`config.mk`:
```
export PLATFORM = sky130hd
export DESIGN_NAME = alu_core
export DESIGN_NICKNAME = d
export VERILOG_FILES = /design/src/rtl/alu_pkg.sv /design/src/rtl/alu_mult_stage.sv /design/src/rtl/alu_core.sv
export SDC_FILE = /design/constraint.sdc
export NUM_CORES = 1
export LEC_CHECK = 0
export BUFFER_PORTS_ARGS = -buffer_cell sky130_fd_sc_hd__buf_2
export CAP_MARGIN = 20
export CELL_PAD_IN_SITES_DETAIL_PLACEMENT = 0
export CELL_PAD_IN_SITES_GLOBAL_PLACEMENT = 1
export CORE_MARGIN = 3
export CORE_UTILIZATION = 44
export DETAILED_ROUTE_END_ITERATION = 10
export PLACE_DENSITY_LB_ADDON = 0.1
export SETUP_SLACK_MARGIN = 0.5
export SYNTH_ARGS = -nofsm -noshare
export SYNTH_HDL_FRONTEND = slang
export SYNTH_SLANG_ARGS = --single-unit
```
`constraint.sdc`:
```
create_clock -name CLK -period 5.3 [get_ports CLK]
set_input_delay 0.265 -clock CLK [delete_from_list [all_inputs] [get_ports CLK]]
set_output_delay 0.265 -clock CLK [all_outputs]
set_load 0.01 [all_outputs]
```
`src/rtl/alu_pkg.sv`:
```
// Shared widths, command encodings and operand-requirement decode for the registered ALU.
package alu_pkg;

  localparam int unsigned N     = 8;
  localparam int unsigned CMD_W = 4;

  typedef enum logic [CMD_W-1:0] {
    ArAdd, ArSub, ArAddCin, ArSubCin, ArIncA, ArDecA,
    ArIncB, ArDecB, ArCmp, ArMulInc, ArMulShl
  } arith_cmd_e;

  typedef enum logic [CMD_W-1:0] {
    LgAnd, LgNand, LgOr, LgNor, LgXor, LgXnor, LgNotA,
    LgNotB, LgShrA, LgShlA, LgShrB, LgShlB, LgRolA, LgRorA
  } logic_cmd_e;

  // Required INP_VALID mask; 2'b00 marks a command undefined for that mode.
  function automatic logic [1:0] needs_ops(input logic mode, input logic [CMD_W-1:0] cmd);
    logic [1:0] need;
    need = 2'b00;
    if (mode) begin
      case (cmd)
        ArIncA, ArDecA: need = 2'b01;
        ArIncB, ArDecB: need = 2'b10;
        ArAdd, ArSub, ArAddCin, ArSubCin, ArCmp, ArMulInc, ArMulShl: need = 2'b11;
        default: need = 2'b00;
      endcase
    end else begin
      case (cmd)
        LgNotA, LgShrA, LgShlA: need = 2'b01;
        LgNotB, LgShrB, LgShlB: need = 2'b10;
        LgAnd, LgNand, LgOr, LgNor, LgXor, LgXnor, LgRolA, LgRorA: need = 2'b11;
        default: need = 2'b00;
      endcase
    end
    return need;
  endfunction

endpackage

```
`src/rtl/alu_mult_stage.sv`:
```
// Two-cycle multiplier: captures the product on start, presents it during the busy cycle.
module alu_mult_stage
  import alu_pkg::*;
(
  input  logic           clk_i,
  input  logic           rst_i,
  input  logic           ce_i,
  input  logic           start_i,
  input  logic           shift_i,
  input  logic [N-1:0]   a_i,
  input  logic [N-1:0]   b_i,
  output logic           busy_o,
  output logic [2*N-1:0] prod_o
);

  localparam int unsigned W = 2 * N;

  logic         busy_q, busy_d;
  logic [W-1:0] prod_q, prod_d;
  logic [N:0]   a_inc, b_inc;
  logic [N-1:0] a_shl;

  always_comb begin
    a_inc  = {1'b0, a_i} + (N+1)'(1);
    b_inc  = {1'b0, b_i} + (N+1)'(1);
    a_shl  = a_i << 1;
    busy_d = busy_q;
    prod_d = prod_q;
    if (ce_i) begin
      if (busy_q) begin
        busy_d = 1'b0;
      end else if (start_i) begin
        busy_d = 1'b1;
        // (A+1)*(B+1) can reach 2^(2N); the result register keeps the low 2N bits.
        prod_d = shift_i ? W'(a_shl) * W'(b_i) : W'(a_inc) * W'(b_inc);
      end
    end
  end

  always_ff @(posedge clk_i) begin
    if (rst_i) begin
      busy_q <= 1'b0;
      prod_q <= '0;
    end else begin
      busy_q <= busy_d;
      prod_q <= prod_d;
    end
  end

  assign busy_o = busy_q;
  assign prod_o = prod_q;

endmodule

```
`src/rtl/alu_core.sv`:
```
// Registered 8-bit ALU: combinational command decode feeding a single output register bank.
module alu_core
  import alu_pkg::*;
(
  input  logic             CLK,
  input  logic             RST,
  input  logic             CE,
  input  logic             MODE,
  input  logic [CMD_W-1:0] CMD,
  input  logic [1:0]       INP_VALID,
  input  logic [N-1:0]     OPA,
  input  logic [N-1:0]     OPB,
  input  logic             CIN,
  output logic [2*N-1:0]   RES,
  output logic             COUT,
  output logic             OFLOW,
  output logic             G,
  output logic             L,
  output logic             E,
  output logic             ERR
);

  localparam int unsigned W = 2 * N;

  logic [W-1:0] res_q, res_d, op_res, mult_prod, rot;
  logic         cout_q, cout_d, oflow_q, oflow_d, g_q, g_d, l_q, l_d, e_q, e_d, err_q, err_d;
  logic         op_cout, op_oflow, op_g, op_l, op_e, op_err;
  logic         mult_req, mult_shift, mult_busy;
  logic [1:0]   need;
  logic [N:0]   sum;
  logic [N-1:0] lres;

  always_comb begin
    op_res = '0; op_cout = 1'b0; op_oflow = 1'b0;
    op_g = 1'b0; op_l = 1'b0; op_e = 1'b0; op_err = 1'b0;
    mult_req = 1'b0; mult_shift = 1'b0;
    sum = '0; lres = '0; rot = '0;
    need = needs_ops(MODE, CMD);
    if (need == 2'b00 || (INP_VALID & need) != need) begin
      op_err = 1'b1;
    end else if (MODE) begin
      case (arith_cmd_e'(CMD))
        ArAdd:    begin sum = {1'b0, OPA} + {1'b0, OPB}; op_res = W'(sum); op_cout = sum[N]; end
        ArSub:    begin op_res = W'(OPA) - W'(OPB); op_oflow = (OPA < OPB); end
        ArAddCin: begin
          sum     = {1'b0, OPA} + {1'b0, OPB} + (N+1)'(CIN);
          op_res  = W'(sum);
          op_cout = sum[N];
        end
        ArSubCin: begin
          op_res   = W'(OPA) - W'(OPB) - W'(CIN);
          op_oflow = ({1'b0, OPA} < ({1'b0, OPB} + (N+1)'(CIN)));
        end
        ArIncA:   begin sum = {1'b0, OPA} + (N+1)'(1); op_res = W'(sum); op_cout = sum[N]; end
        ArDecA:   begin op_res = W'(OPA) - W'(1); op_oflow = (OPA == '0); end
        ArIncB:   begin sum = {1'b0, OPB} + (N+1)'(1); op_res = W'(sum); op_cout = sum[N]; end
        ArDecB:   begin op_res = W'(OPB) - W'(1); op_oflow = (OPB == '0); end
        ArCmp:    begin op_g = (OPA > OPB); op_l = (OPA < OPB); op_e = (OPA == OPB); end
        ArMulInc: mult_req = 1'b1;
        ArMulShl: begin mult_req = 1'b1; mult_shift = 1'b1; end
        default:  op_err = 1'b1;
      endcase
    end else begin
      case (logic_cmd_e'(CMD))
        LgAnd:   lres = OPA & OPB;
        LgNand:  lres = ~(OPA & OPB);
        LgOr:    lres = OPA | OPB;
        LgNor:   lres = ~(OPA | OPB);
        LgXor:   lres = OPA ^ OPB;
        LgXnor:  lres = ~(OPA ^ OPB);
        LgNotA:  lres = ~OPA;
        LgNotB:  lres = ~OPB;
        LgShrA:  lres = OPA >> 1;
        LgShlA:  lres = OPA << 1;
        LgShrB:  lres = OPB >> 1;
        LgShlB:  lres = OPB << 1;
        // Rotate via a doubled operand so the wrapped bits fall into the kept half.
        LgRolA:  begin rot = {OPA, OPA} << OPB[2:0]; lres = rot[W-1:N]; end
        LgRorA:  begin rot = {OPA, OPA} >> OPB[2:0]; lres = rot[N-1:0]; end
        default: lres = '0;
      endcase
      if ((CMD == LgRolA || CMD == LgRorA) && (|OPB[N-1:3])) begin
        op_err = 1'b1;
      end else begin
        op_res = W'(lres);
      end
    end
  end

  alu_mult_stage u_mult (
    .clk_i   (CLK),
    .rst_i   (RST),
    .ce_i    (CE),
    .start_i (mult_req),
    .shift_i (mult_shift),
    .a_i     (OPA),
    .b_i     (OPB),
    .busy_o  (mult_busy),
    .prod_o  (mult_prod)
  );

  always_comb begin
    res_d = res_q; cout_d = cout_q; oflow_d = oflow_q;
    g_d = g_q; l_d = l_q; e_d = e_q; err_d = err_q;
    if (CE) begin
      if (mult_busy) begin
        // Busy cycle: inputs ignored, the captured product is written with clear flags.
        res_d = mult_prod; cout_d = 1'b0; oflow_d = 1'b0;
        g_d = 1'b0; l_d = 1'b0; e_d = 1'b0; err_d = 1'b0;
      end else begin
        res_d = op_res; cout_d = op_cout; oflow_d = op_oflow;
        g_d = op_g; l_d = op_l; e_d = op_e; err_d = op_err;
      end
    end
  end

  always_ff @(posedge CLK) begin
    if (RST) begin
      res_q <= '0; cout_q <= 1'b0; oflow_q <= 1'b0;
      g_q <= 1'b0; l_q <= 1'b0; e_q <= 1'b0; err_q <= 1'b0;
    end else begin
      res_q <= res_d; cout_q <= cout_d; oflow_q <= oflow_d;
      g_q <= g_d; l_q <= l_d; e_q <= e_d; err_q <= err_d;
    end
  end

  assign RES   = res_q;
  assign COUT  = cout_q;
  assign OFLOW = oflow_q;
  assign G     = g_q;
  assign L     = l_q;
  assign E     = e_q;
  assign ERR   = err_q;

endmodule

```
==> flow_summary.json <==
{
  "die_h_um": 158.3,
  "period_needed_ps": 4831,
  "status": "finished clean",
  "fin_crit_sh": 0.9116,
  "cts_tree": "built",
  "initial_core_util": 0.4496,
  "power.switching_mw": 1.751,
  "n_fill_cell": 2165,
  "core-area_sq_um": 22710,
  "antenna_found_initial": 0,
  "skew_ps": 15.84,
  "place_area_sq_um": 11500,
  "die_x_um": 158.3,
  "max_stage_delay_ps": 520,
  "dp.cells": 1696,
  "setup_tns_ps": 0,
  "area_delta_synth_final_pct": 21.20,
  "fin_util": 0.5450,
  "first_global_vias": 9517,
  "place_ws_ps": -86.56,
  "wl_um": 36710,
  "numCtsBuffers": 5,
  "drt_iter0_drc": 1105,
  "cap_viol_max_count": 0,
  "postSynthAreaPerCell_sq_um": 7.701,
  "regArea_sq_um": 780.7,
  "slew_headroom": 0.2106,
  "fin_area_sq_um": 12380,
  "dpl.hpwl_um": 28920,
  "num_rows": 55,
  "ys_types": 81,
  "cts-root-buf": "clkbuf_16",
  "ys_warn_count": 0,
  "timing.critical_path.buf_inv": 7,
  "power.internal_mw": 1.971,
  "powerDensity_nw_per_um2": 300.8,
  "ir_worst_vdd_uv": 283.3,
  "swShare": 0.4704,
  "end_kind": "flip-flop",
  "final_common_cell": "nor2_1",
  "arrival_ps": 5050,
  "rsz0062_at_grt": "true",
  "hold_path_class": "in -> reg",
  "clock-sinks": 39,
  "clk_latency_ps": 300,
  "grt_overflow": 0,
  "via_count": 10020,
  "p_comb_frac": 0.806,
  "clkPwrFrac": 0.112,
  "nets": 1650,
  "insertedDiodeCount": 0,
  "grt_max_degree": 47,
  "grt_usage": 0.2922,
  "finalSetupViolations": 0,
  "max_freq_mhz": 207.0,
  "synth_edf_count": 0,
  "crit_chain": "buf_4, ha_4, buf_4, nand4_1, buf_4, nor2_1, fa_1, inv_1, fa_1, inv_1, fa_1, inv_1, fa_1, inv_2, ha_4, and3_4, a31o_2, o41ai_2, xnor2_1, mux2_4, a211oi_2",
  "synthCells": 1326,
  "ys_seq_area_frac": 0.07646,
  "synth_nets": 1542,
  "slew_violations": 0,
  "final_layout_size_suffix_gt1_frac": 0.2230,
  "h-tree-depth": 2,
  "wl_per_cell_um": 21.34,
  "multi_input_area_sq_um": 9054,
  "cp_max_fo": 6,
  "worst_pin_slew_ps": 1182,
  "ant_nets": 0,
  "worst_path_most_repeated_cell": "fa_1",
  "start_kind": "input pin",
  "gp_congestion": 0.9657,
  "async_flop_share": 0,
  "route.detailed.drc": 0,
  "crit_type": "in -> reg",
  "report.final.hold_viol_count": 0,
  "finalPower_mw": 3.723,
  "setup_ws_ps": 468.6,
  "path_clk_slew_ps": 80,
  "power.leakage_nw": 5.589,
  "worst_hold_slack_ps": 448.8,
  "seqPwrFrac": 0.082,
  "viasPerCell": 5.828,
  "grt_pass1_wl_um": 56150,
  "firstDrtPassIters": 7,
  "final_cells": 1720,
  "cp_slowest_cell": "fa_1",
  "critPathTopFamily": "adder cells",
  "synth_flop_cell": "dfxtp_1",
  "num_io_pins": 49,
  "ys_ff_latch": 39,
  "io_buffers": 48,
  "worstPathRequired_ps": 5520,
  "final_cell_mix": "nor2_1 (156), inv_1 (133), buf_4 (122), nand2_1 (111), ha_1 (99)",
  "die_area_sq_um": 25070,
  "synth_area_sq_um": 10210,
  "clock_path_buffers": 2
}
## power groups by stage
stage	clock (mW)	combinational (mW)	sequential, mW
floorplan	0	1.64	0.313
global placement	0	2.64	0.311
detailed placement	0	2.64	0.311
CTS	0.425	2.75	0.305
global route	0.434	3.29	0.305
finish	0.419	3.00	0.304
## kinds of logic (layout without fill, tap and decap cells)
family                     count (synthesis)  after routing  share of synthesized area
AOI/OAI and AO/OA                        291            291                     0.2003
adders and majority gates                189            189                     0.2904
and+or+nand+nor                          446            446                     0.2065
DFF                                       39             39                    0.07646
buffers and inverters                    231            340                    0.09092
xor gates and xnor gates                  77             77                    0.06605
muxes                                     53             53                    0.06935
## per-layer routing
metal,up-vias,track usage,part of all wire
li1,4763,-,-
met1,4814,0.4359,0.45
met2,400,0.4443,0.45
met3,47,0.04240,0.078
met4,0,0.07333,0.026
met5,-,0,0
## synthesized netlist by cell type (all sizes together), types with 3 or more instances
cell	number	area share
mux2i	37	0.036
o41ai	5	0.0043
and4	4	0.0037
o21ai	56	0.027
nand3b	4	0.0029
a211oi	39	0.037
nand2	113	0.042
o21a	8	0.0066
xnor2	57	0.049
and3	14	0.0086
xor2	20	0.017
nand4	6	0.0037
fa	80	0.16
buf	29	0.017
a21o	9	0.0066
a32oi	3	0.0033
inv	144	0.053
mux4	14	0.031
or4	4	0.0029
ha	109	0.13
clkinv	5	0.0018
nor3b	4	0.0029
and2	4	0.0025
a211o	5	0.0043
o22ai	9	0.0055
nand2b	28	0.017
or2	14	0.0086
o31ai	4	0.0029
o21bai	13	0.0096
nor3	24	0.013
a22oi	10	0.0074
a21boi	3	0.0022
clkbuf	53	0.020
dfxtp	39	0.076
a21oi	71	0.035
nand3	26	0.013
nor2b	13	0.0080
nor2	168	0.063
o211ai	8	0.0059
o32ai	4	0.0053
a311oi	5	0.0055
a221oi	6	0.0051
or3	4	0.0025
nor4	10	0.0061
a31oi	11	0.0067
## flip-flops by register name, indices dropped and copies added, names as in the netlist
register       cells
G                  1
OFLOW              1
u_mult.prod_o     16
L                  1
u_mult.busy_o      1
ERR                1
E                  1
COUT               1
RES               16
## worst register-to-register path, stage by stage (launching register included)
cell and delay, ps:
dfxtp_1 300, buf_4 200, nor3_4 370, nand2_2 160, a211oi_4 220, buf_4 440
nor2_1 110, a211oi_2 240
## what timing repair did
item	4_1_cts	5_1_grt
endpoints found under the setup margin	7	7
hold buffers	0	0
gates resized for setup	63	48
pin swaps	19	37
setup buffers	8	8
## area by class of cell
cell class / count / share of cell area
Inverter: 149 / 0.04519
Timing Repair Buffer: 183 / 0.1155
Sequential cell: 39 / 0.06309
Clock inverter: 3 / 0.005763
Clock buffer: 5 / 0.01011
Tap cell: 285 / 0.02881
Multi-Input combinational cell: 1056 / 0.7316
## final timing paths
kind / startpoint / end / slack [ps] / cells after the start
setup / recovery: OPB[0] / u_mult.prod_o[15]$_SDFFE_PP0P_ / 470 / 21
hold / removal: CE / ERR$_SDFFE_PP0P_ / 450 / 3
setup reg to reg: u_mult.busy_o$_SDFFE_PP0P_ / u_mult.prod_o[2]$_SDFFE_PP0P_ / 3160 / 7
hold reg to reg: ERR$_SDFFE_PP0P_ / ERR$_SDFFE_PP0P_ / 470 / 2
(Power assumes the default switching activity.)
